### config.mk
export PLATFORM = sky130hd
export DESIGN_NAME = dcache_snoop_responder
export DESIGN_NICKNAME = d
export VERILOG_FILES = /design/src/rtl/dcache_snoop_responder.sv
export SDC_FILE = /design/constraint.sdc
export NUM_CORES = 1
export LEC_CHECK = 0
export ABC_AREA = 1
export CAP_MARGIN = 20
export CORE_ASPECT_RATIO = 0.8
export CORE_MARGIN = 10
export CORE_UTILIZATION = 40
export CTS_CLUSTER_SIZE = 28
export DETAILED_ROUTE_END_ITERATION = 16
export GPL_TIMING_DRIVEN = 1
export PLACE_DENSITY = 0.79
export SLEW_MARGIN = 40
export SYNTH_ARGS = -nofsm -noshare
export SYNTH_HDL_FRONTEND = slang
export SYNTH_SLANG_ARGS = --single-unit
### constraint.sdc
create_clock -name CLK -period 4 [get_ports CLK]
set_input_delay 0.8 -clock CLK [delete_from_list [all_inputs] [get_ports CLK]]
set_output_delay 0.8 -clock CLK [all_outputs]
set_load 0.005 [all_outputs]
### src/rtl/dcache_snoop_responder.sv
// Cache-side MSI snoop agent: looks up the dcache arrays on a coherence snoop,
// forwards a Modified block over dstore/daddr and demotes it to S, and
// invalidates lines on ccinv. Stalls the dcache FSM through snp_busy.
// Optional counters (stat_hits/stat_fwds/stat_invs) under `SNOOP_STATS_EN.
module dcache_snoop_responder #(
   parameter  int unsigned SETS = 8,
   parameter  int unsigned WAYS = 2,
   localparam int unsigned IDXW = $clog2(SETS),
   localparam int unsigned WAYW = $clog2(WAYS),
   localparam int unsigned TAGW = 32 - 3 - IDXW
) (
   input  logic                 CLK,
   input  logic                 nRST,
   input  logic                 ccwait,
   input  logic                 ccinv,
   input  logic [31:0]          ccsnoopaddr,
   input  logic                 dwait,
   output logic [IDXW-1:0]      snp_idx,
   input  logic [WAYS*TAGW-1:0] way_tag,
   input  logic [WAYS*2-1:0]    way_state,
   input  logic [WAYS*64-1:0]   way_data,
   output logic                 upd_en,
   output logic [WAYW-1:0]      upd_way,
   output logic [1:0]           upd_state,
   output logic                 snp_cctrans,
   output logic                 snp_drive,
   output logic [31:0]          snp_daddr,
   output logic [31:0]          snp_dstore,
   output logic                 snp_busy
`ifdef SNOOP_STATS_EN
   ,
   output logic [31:0]          stat_hits,
   output logic [31:0]          stat_fwds,
   output logic [31:0]          stat_invs
`endif
);

   localparam int unsigned BLKW = 29;
   localparam logic [1:0] ST_I = 2'b00;
   localparam logic [1:0] ST_S = 2'b01;
   localparam logic [1:0] ST_M = 2'b10;

   typedef enum logic [2:0] {IDLE, LOOKUP, SEND0, SEND1, UPDATE, DRAIN, INV} state_t;

   state_t            state;
   logic [BLKW-1:0]   blk_q;
   logic [BLKW-1:0]   inv_blk_q;
   logic              pend_inv;
   logic [WAYW-1:0]   hit_way_q;

   logic [TAGW-1:0]   tag_a  [WAYS];
   logic [1:0]        st_a   [WAYS];
   logic [63:0]       data_a [WAYS];
   logic              hit_c;
   logic [WAYW-1:0]   hit_way_c;
   logic [1:0]        hit_st_c;
   logic              inv_pend_c;
   logic [BLKW-1:0]   inv_blk_c;
   logic              unused_addr_bits;

   assign unused_addr_bits = ^ccsnoopaddr[2:0];

   // Array index: live snoop address while idle, latched block otherwise
   assign snp_idx = (state == IDLE) ? ccsnoopaddr[IDXW+2:3] : blk_q[IDXW-1:0];

   // Split the flat array buses into per-way views
   always_comb begin
      for (int w = 0; w < int'(WAYS); w++) begin
         tag_a[w]  = way_tag[w*TAGW +: TAGW];
         st_a[w]   = way_state[w*2 +: 2];
         data_a[w] = way_data[w*64 +: 64];
      end
   end

   // Tag match against the latched block; first (lowest) valid way wins
   always_comb begin
      hit_c     = 1'b0;
      hit_way_c = '0;
      hit_st_c  = ST_I;
      for (int w = 0; w < int'(WAYS); w++) begin
         if (!hit_c && st_a[w] != ST_I && tag_a[w] == blk_q[BLKW-1:IDXW]) begin
            hit_c     = 1'b1;
            hit_way_c = WAYW'(w);
            hit_st_c  = st_a[w];
         end
      end
   end

   // A ccinv arriving on the exit cycle of UPDATE/DRAIN is serviced directly
   assign inv_pend_c = pend_inv | ccinv;
   assign inv_blk_c  = ccinv ? ccsnoopaddr[31:3] : inv_blk_q;

   // State write strobes, aligned with snp_idx pointing at the line
   always_comb begin
      upd_en    = 1'b0;
      upd_way   = '0;
      upd_state = ST_I;
      if (state == UPDATE) begin
         upd_en    = 1'b1;
         upd_way   = hit_way_q;
         upd_state = ST_S;
      end else if (state == INV) begin
         upd_en    = hit_c;
         upd_way   = hit_way_c;
      end
   end

   // Snoop FSM with registered bus-side outputs
   always_ff @(posedge CLK or negedge nRST) begin
      if (!nRST) begin
         state       <= IDLE;
         blk_q       <= '0;
         inv_blk_q   <= '0;
         pend_inv    <= 1'b0;
         hit_way_q   <= '0;
         snp_cctrans <= 1'b0;
         snp_drive   <= 1'b0;
         snp_daddr   <= '0;
         snp_dstore  <= '0;
         snp_busy    <= 1'b0;
      end else begin
         if (ccinv && state != IDLE) begin
            pend_inv  <= 1'b1;
            inv_blk_q <= ccsnoopaddr[31:3];
         end
         case (state)
            IDLE: begin
               if (ccwait) begin
                  blk_q    <= ccsnoopaddr[31:3];
                  state    <= LOOKUP;
                  snp_busy <= 1'b1;
                  if (ccinv) begin
                     pend_inv  <= 1'b1;
                     inv_blk_q <= ccsnoopaddr[31:3];
                  end
               end else if (ccinv) begin
                  blk_q    <= ccsnoopaddr[31:3];
                  state    <= INV;
                  snp_busy <= 1'b1;
               end
            end
            LOOKUP: begin
               hit_way_q <= hit_way_c;
               if (hit_c && hit_st_c == ST_M) begin
                  state       <= SEND0;
                  snp_cctrans <= 1'b1;
                  snp_drive   <= 1'b1;
                  snp_daddr   <= {blk_q, 3'b000};
                  snp_dstore  <= data_a[hit_way_c][31:0];
               end else begin
                  state <= DRAIN;
               end
            end
            SEND0: begin
               if (!dwait) begin
                  state      <= SEND1;
                  snp_daddr  <= {blk_q, 3'b100};
                  snp_dstore <= data_a[hit_way_q][63:32];
               end
            end
            SEND1: begin
               if (!dwait) begin
                  state       <= UPDATE;
                  snp_cctrans <= 1'b0;
                  snp_drive   <= 1'b0;
                  snp_daddr   <= '0;
                  snp_dstore  <= '0;
               end
            end
            UPDATE, DRAIN: begin
               if (state == UPDATE || !ccwait) begin
                  if (inv_pend_c) begin
                     blk_q <= inv_blk_c;
                     state <= INV;
                  end else begin
                     state    <= IDLE;
                     snp_busy <= 1'b0;
                  end
               end
            end
            INV: begin
               if (ccinv) begin
                  blk_q <= ccsnoopaddr[31:3];
               end else begin
                  pend_inv <= 1'b0;
                  state    <= IDLE;
                  snp_busy <= 1'b0;
               end
            end
            default: begin
               state    <= IDLE;
               snp_busy <= 1'b0;
            end
         endcase
      end
   end

`ifdef SNOOP_STATS_EN
   // Saturating event counters
   always_ff @(posedge CLK or negedge nRST) begin
      if (!nRST) begin
         stat_hits <= '0;
         stat_fwds <= '0;
         stat_invs <= '0;
      end else begin
         if (state == LOOKUP && hit_c && stat_hits != '1) stat_hits <= stat_hits + 32'd1;
         if (state == UPDATE && stat_fwds != '1)          stat_fwds <= stat_fwds + 32'd1;
         if (state == INV && hit_c && stat_invs != '1)    stat_invs <= stat_invs + 32'd1;
      end
   end
`endif

endmodule

======== Word level (Yosys, flattened, before mapping) ========
Cells that the tools add are included.
word-level totals
  register bits ........................... 129
  input bits .............................. 221
  output and inout port bits .............. 74
  word-level logic and storage cells ...... 111
cells by class
  order comparisons ....................... 2
  equality and inequality tests ........... 17
  muxes and demuxes ....................... 57
  bitwise operators ....................... 4
  reduce and logical (&&, ||, !) cells .... 22
operators with widths
  cell                  number
  $mux W29              9
  $mux W32              8
  $mux W64              3
  $pmux W32 S3          2
  $pmux W29 S3          1
  $eq A26 B26 Y1        2
  $mux W3               9
  $mux W1               19
  $pmux W3 S6           1
  $ne A2 B2 Y1 const B  7
  $reduce_and A5 Y1     2
  $eq A3 B3 Y1 const B  3
  $reduce_bool A3 Y1    3
  $eq A3 B2 Y1 const B  2
  $reduce_and A3 Y1     2
  $reduce_bool A2 Y1    3
  $logic_and A1 B1 Y1   5
  $ge A2 B2 Y1 const B  2
  $mux W2               2
  $not A1 Y2            2
  $pmux W1 S2           2
  $pmux W1 S4           1
  $reduce_and A4 Y1     1
  $eq A3 B1 Y1 const B  1
  9 further kinds       10

======== Longest topological paths before layout ========
  word-level depth ........................ 13
  mapped depth ............................ 16

======== Worst setup path after synthesis ========
No wires, ideal clock.
  path kind ............................... input to output
  from .................................... input way_tag[16]
  to ...................................... output upd_way
  data arrival time ....................... 1936 ps
  data required time ...................... 3200 ps
  path slack .............................. 1264 ps
  stages on the path ...................... 9
  buffers on the path ..................... 1
  cells stage by stage .................... xnor2_1 nand2_1 nor2_1 nand2_1 nor2_1 nand2_2 nand2_2 clkbuf_1 o21ai_0
between the ends
  word-level cells in the longest chain between the ends .. 9
RTL lines
  what                               line  text
  start, declared                    19    input logic [WAYS*TAGW-1:0] way_tag,
  $eq A26 B26 Y1                     81    if (!hit_c && st_a[w] != ST_I && tag_a[w] == blk_q[BLKW-1:IDXW]) begin
  $logic_and A1 B1 Y1                81
  $mux W1                            81
  $logic_not A1 Y1                   81
  $logic_and A1 B1 Y1 (2 in series)  81
  $mux W1                            81
  $mux W1                            102   end else if (state == INV) begin
  $mux W1                            98    if (state == UPDATE) begin
  end, declared                      23    output logic [WAYW-1:0] upd_way,
Every way passes these cells.

======== Final worst setup path ========
  from .................................... input way_tag[15]
  to ...................................... output upd_en
between the ends
  word-level cells in the longest chain between the ends .. 9
RTL lines
  what                               line  text
  $eq A26 B26 Y1 *                   81
  $logic_and A1 B1 Y1 *              81
  $mux W1 *                          81
  $logic_not A1 Y1                   81
  $logic_and A1 B1 Y1 (2 in series)  81
  $mux W1 *                          81
  $mux W1 *                          102
  $mux W1 *                          98
  end, declared                      22    output logic upd_en,
Every way passes the cells marked *; elsewhere a longest branch is shown, timed or not.

==> impl_metrics.toml <==
[run_status]
outcome = "finished, final reports clean"

[power_and_ir_drop]
ir_drop_uv = 487
power.density_nw_per_um2 = 719
leakagePower_uw = 0.00595

[drt]
first_pass_iters = 5
remaining_drc_errors = 0
ant_nets = 0
wl_um = 33600
routedWlPerCell_um = 17.9
num_vias = 9876
via_per_inst = 5.27
drtIter0Drc = 1003

[timing]
rsz0062_at_grt = "false"
fin_crit_sh = 0.957
setup_ws_ns = 0.173
max-slew-margin-rel = 0.461
fin_worst_skew_ns = 0.0108
setup_viol = 0
maxSlewViolCount = 0
min_period_ns = 3.83
worst_pin_slew_ns = 0.806
holdWs_ns = 0.395
hold_viol_final = 0
max_freq_ghz = 0.261
finalSetupTns_ns = 0

[placement]
numPortBuffers = 288
place_congestion = 0.872
dp_hpwl_um = 25000
pre_cts_slack_ns = 0.222
dp.cells = 1839

[yosys]
yosys_register_bits = 127
synth_compound_gate_area_share = 0.133
synth_top_cells_by_area = "dfrtp_1, nand2_1, inv_1"
syn_avg_cell_area_um2 = 6.78
yosysSeqAreaShare = 0.357
synth-simple-area-share = 0.330
netlist_area_um2 = 8900
synthXorXnorAreaFrac = 0.0295
yosys_warnings = 0
yosysTopAreaCell = "dfrtp_1"
synth_fa_ha_area_frac = 0
synth_top_area_share = 0.357
synth_top_family_by_area = "simple AND/OR/NAND/NOR gates"
muxShareOfSynthArea = 0.0428
synth_cell_types = 35
synth_cells = 1313

[setup_path]
rr_startpoint = "state[0]"
worstSetupPathType = "in -> out"
critPathLaunchType = "input port"
required_ns = 3.20
cp_max_fo = 3
arrival_ns = 3.03
cp-startpoint = "way_tag[15]"
path_cells = "clkdlybuf4s50_1 > xnor2_1 > nand2_1 > nor2_1 > nand2_1 > nor2_1 > a21oi_1 > o22ai_1 > clkdlybuf4s50_1"
cpPeakStageDelay_ns = 0.58
cpMaxStageDelayCell = "clkdlybuf4s50_1"
endpoint_kind = "output pin"

[grt]
grt_pass1_vias = 9670
grt.overflow.total = 0
grt_pass1_wl_um = 52600
antenna_found_initial = 3
grtUsageTotal = 0.228
grt_max_degree = 83

[clocking]
numCtsBuffers = 17
post_cts_buffers = 0
clockBufferDepth = 2
path_clk_slew_ns = 0.06
root_buffer = "clkbuf_16"
cts_sinks = 127
tritoncts = "done"
clock_latency_ns = 0.43
htreeDepth = 4
holdBufCountCts = 0
cts_resized = 0

[layout]
mostFrequentLayoutCells = "nand2_1, clkdlybuf4s50_1, inv_1"
nFillCells = 2007
stdcell_count = 1874
drive_gt1_frac = 0.0726
layout_commonest_cell = "nand2_1"
nets = 1779
syn2layout_area_growth_pct = 41.9

[run]
drv_cap = 0

[floorplan]
die_y_um = 153
initial_utilization = 0.409
die_w_um = 187
core_um2 = 21700
dieArea_um2 = 28600
core.rowCount = 48
num_io_pins = 295

[hold_path]
hp-class = "in -> async"
## logic make-up (layout without fill, tap and decap cells)
kind of cell / Yosys count / after routing
compound gates: 201 / 201
other cells: 1 / 6
flops: 127 / 127
mux: 34 / 34
buf+inv: 235 / 491
simple gates: 685 / 685
xor+xnor: 30 / 30
## layout make-up
class                   instances  area (um^2)  area share
inverters                     148          556      0.0440
well taps                     300          375      0.0297
diodes                          3         7.51    0.000594
clock inverters                15          218      0.0172
clock buffers                  17          425      0.0337
flip-flops and latches        127         3180       0.252
multi-input cells             953         4800       0.380
repair buffers                311         3070       0.243
## through the flow
stage | util | cell area [um^2] | power [uW]
4_1_cts | 0.581 | 12600 | 9080
2_1_floorplan | - | 8900 | 5360
5_1_grt | 0.581 | 12600 | 9800
3_3_place_gp | 0.550 | 12000 | 7190
3_5_place_dp | 0.551 | 12000 | 7340
6_report | 0.581 | 12600 | 9080
## report_power, final
part / switching [uW] / internal [uW]
logic: 2800 / 2100
registers: 516 / 1940
clock network: 609 / 1100
total: 3930 / 5150
## per-layer routing
metal	up-vias	routed length, um	GRT usage
met4	0	910	0.0931
met3	59	3250	0.0668
li1	4778	-	-
met2	475	15500	0.360
met5	-	0	0
met1	4564	13900	0.285
## synth_stat cells
cell / n
o211ai_1: 8
o221ai_1: 15
mux2i_1: 2
a21oi_1: 62
nand2_1: 420
nor2_4: 1
a221oi_1: 1
xor2_1: 4
a31oi_1: 1
inv_1: 135
nand4_1: 32
nand3_1: 96
nand3b_1: 33
xnor2_1: 26
inv_2: 10
o21a_1: 1
buf_4: 5
clkinv_1: 3
clkbuf_1: 56
nand3_4: 1
nor3_1: 2
o22ai_1: 12
nor2_1: 94
a21oi_4: 1
mux2_2: 32
buf_1: 10
buf_6: 5
a41oi_1: 18
buf_2: 11
a22oi_1: 1
conb_1: 1
o21ai_0: 81
nand2_2: 5
dfrtp_1: 127
nor2_2: 1
## sequential cells by signal, indices dropped and copies added (netlist names)
name / flops
snp_busy: 1
snp_daddr: 30
inv_blk_q: 29
snp_drive: 1
state: 3
hit_way_q: 1
pend_inv: 1
snp_dstore: 32
blk_q: 29
## final timing paths
| kind | slack [ns] | cells after the start | to |
|---|---|---|---|
| max in group asynchronous | 2.64 | 2 | blk_q[20] |
| setup / recovery | 0.17 | 9 | upd_en |
| hold reg to reg | 0.47 | 2 | snp_daddr[26] |
| min in group CLK | 0.47 | 2 | snp_daddr[26] |
| setup reg to reg | 0.98 | 7 | inv_blk_q[24] |
| hold / removal | 0.39 | 1 | blk_q[17] |
## critical path, delay by kind of cell
kind | cells | cell delay [ns]
buffers and inverters | 2 | 1.05
AND/OR/NAND/NOR | 4 | 0.64
AO/OA/AOI/OAI | 2 | 0.42
XOR/XNOR | 1 | 0.12
Note: power is estimated with default switching activity, not from simulation.
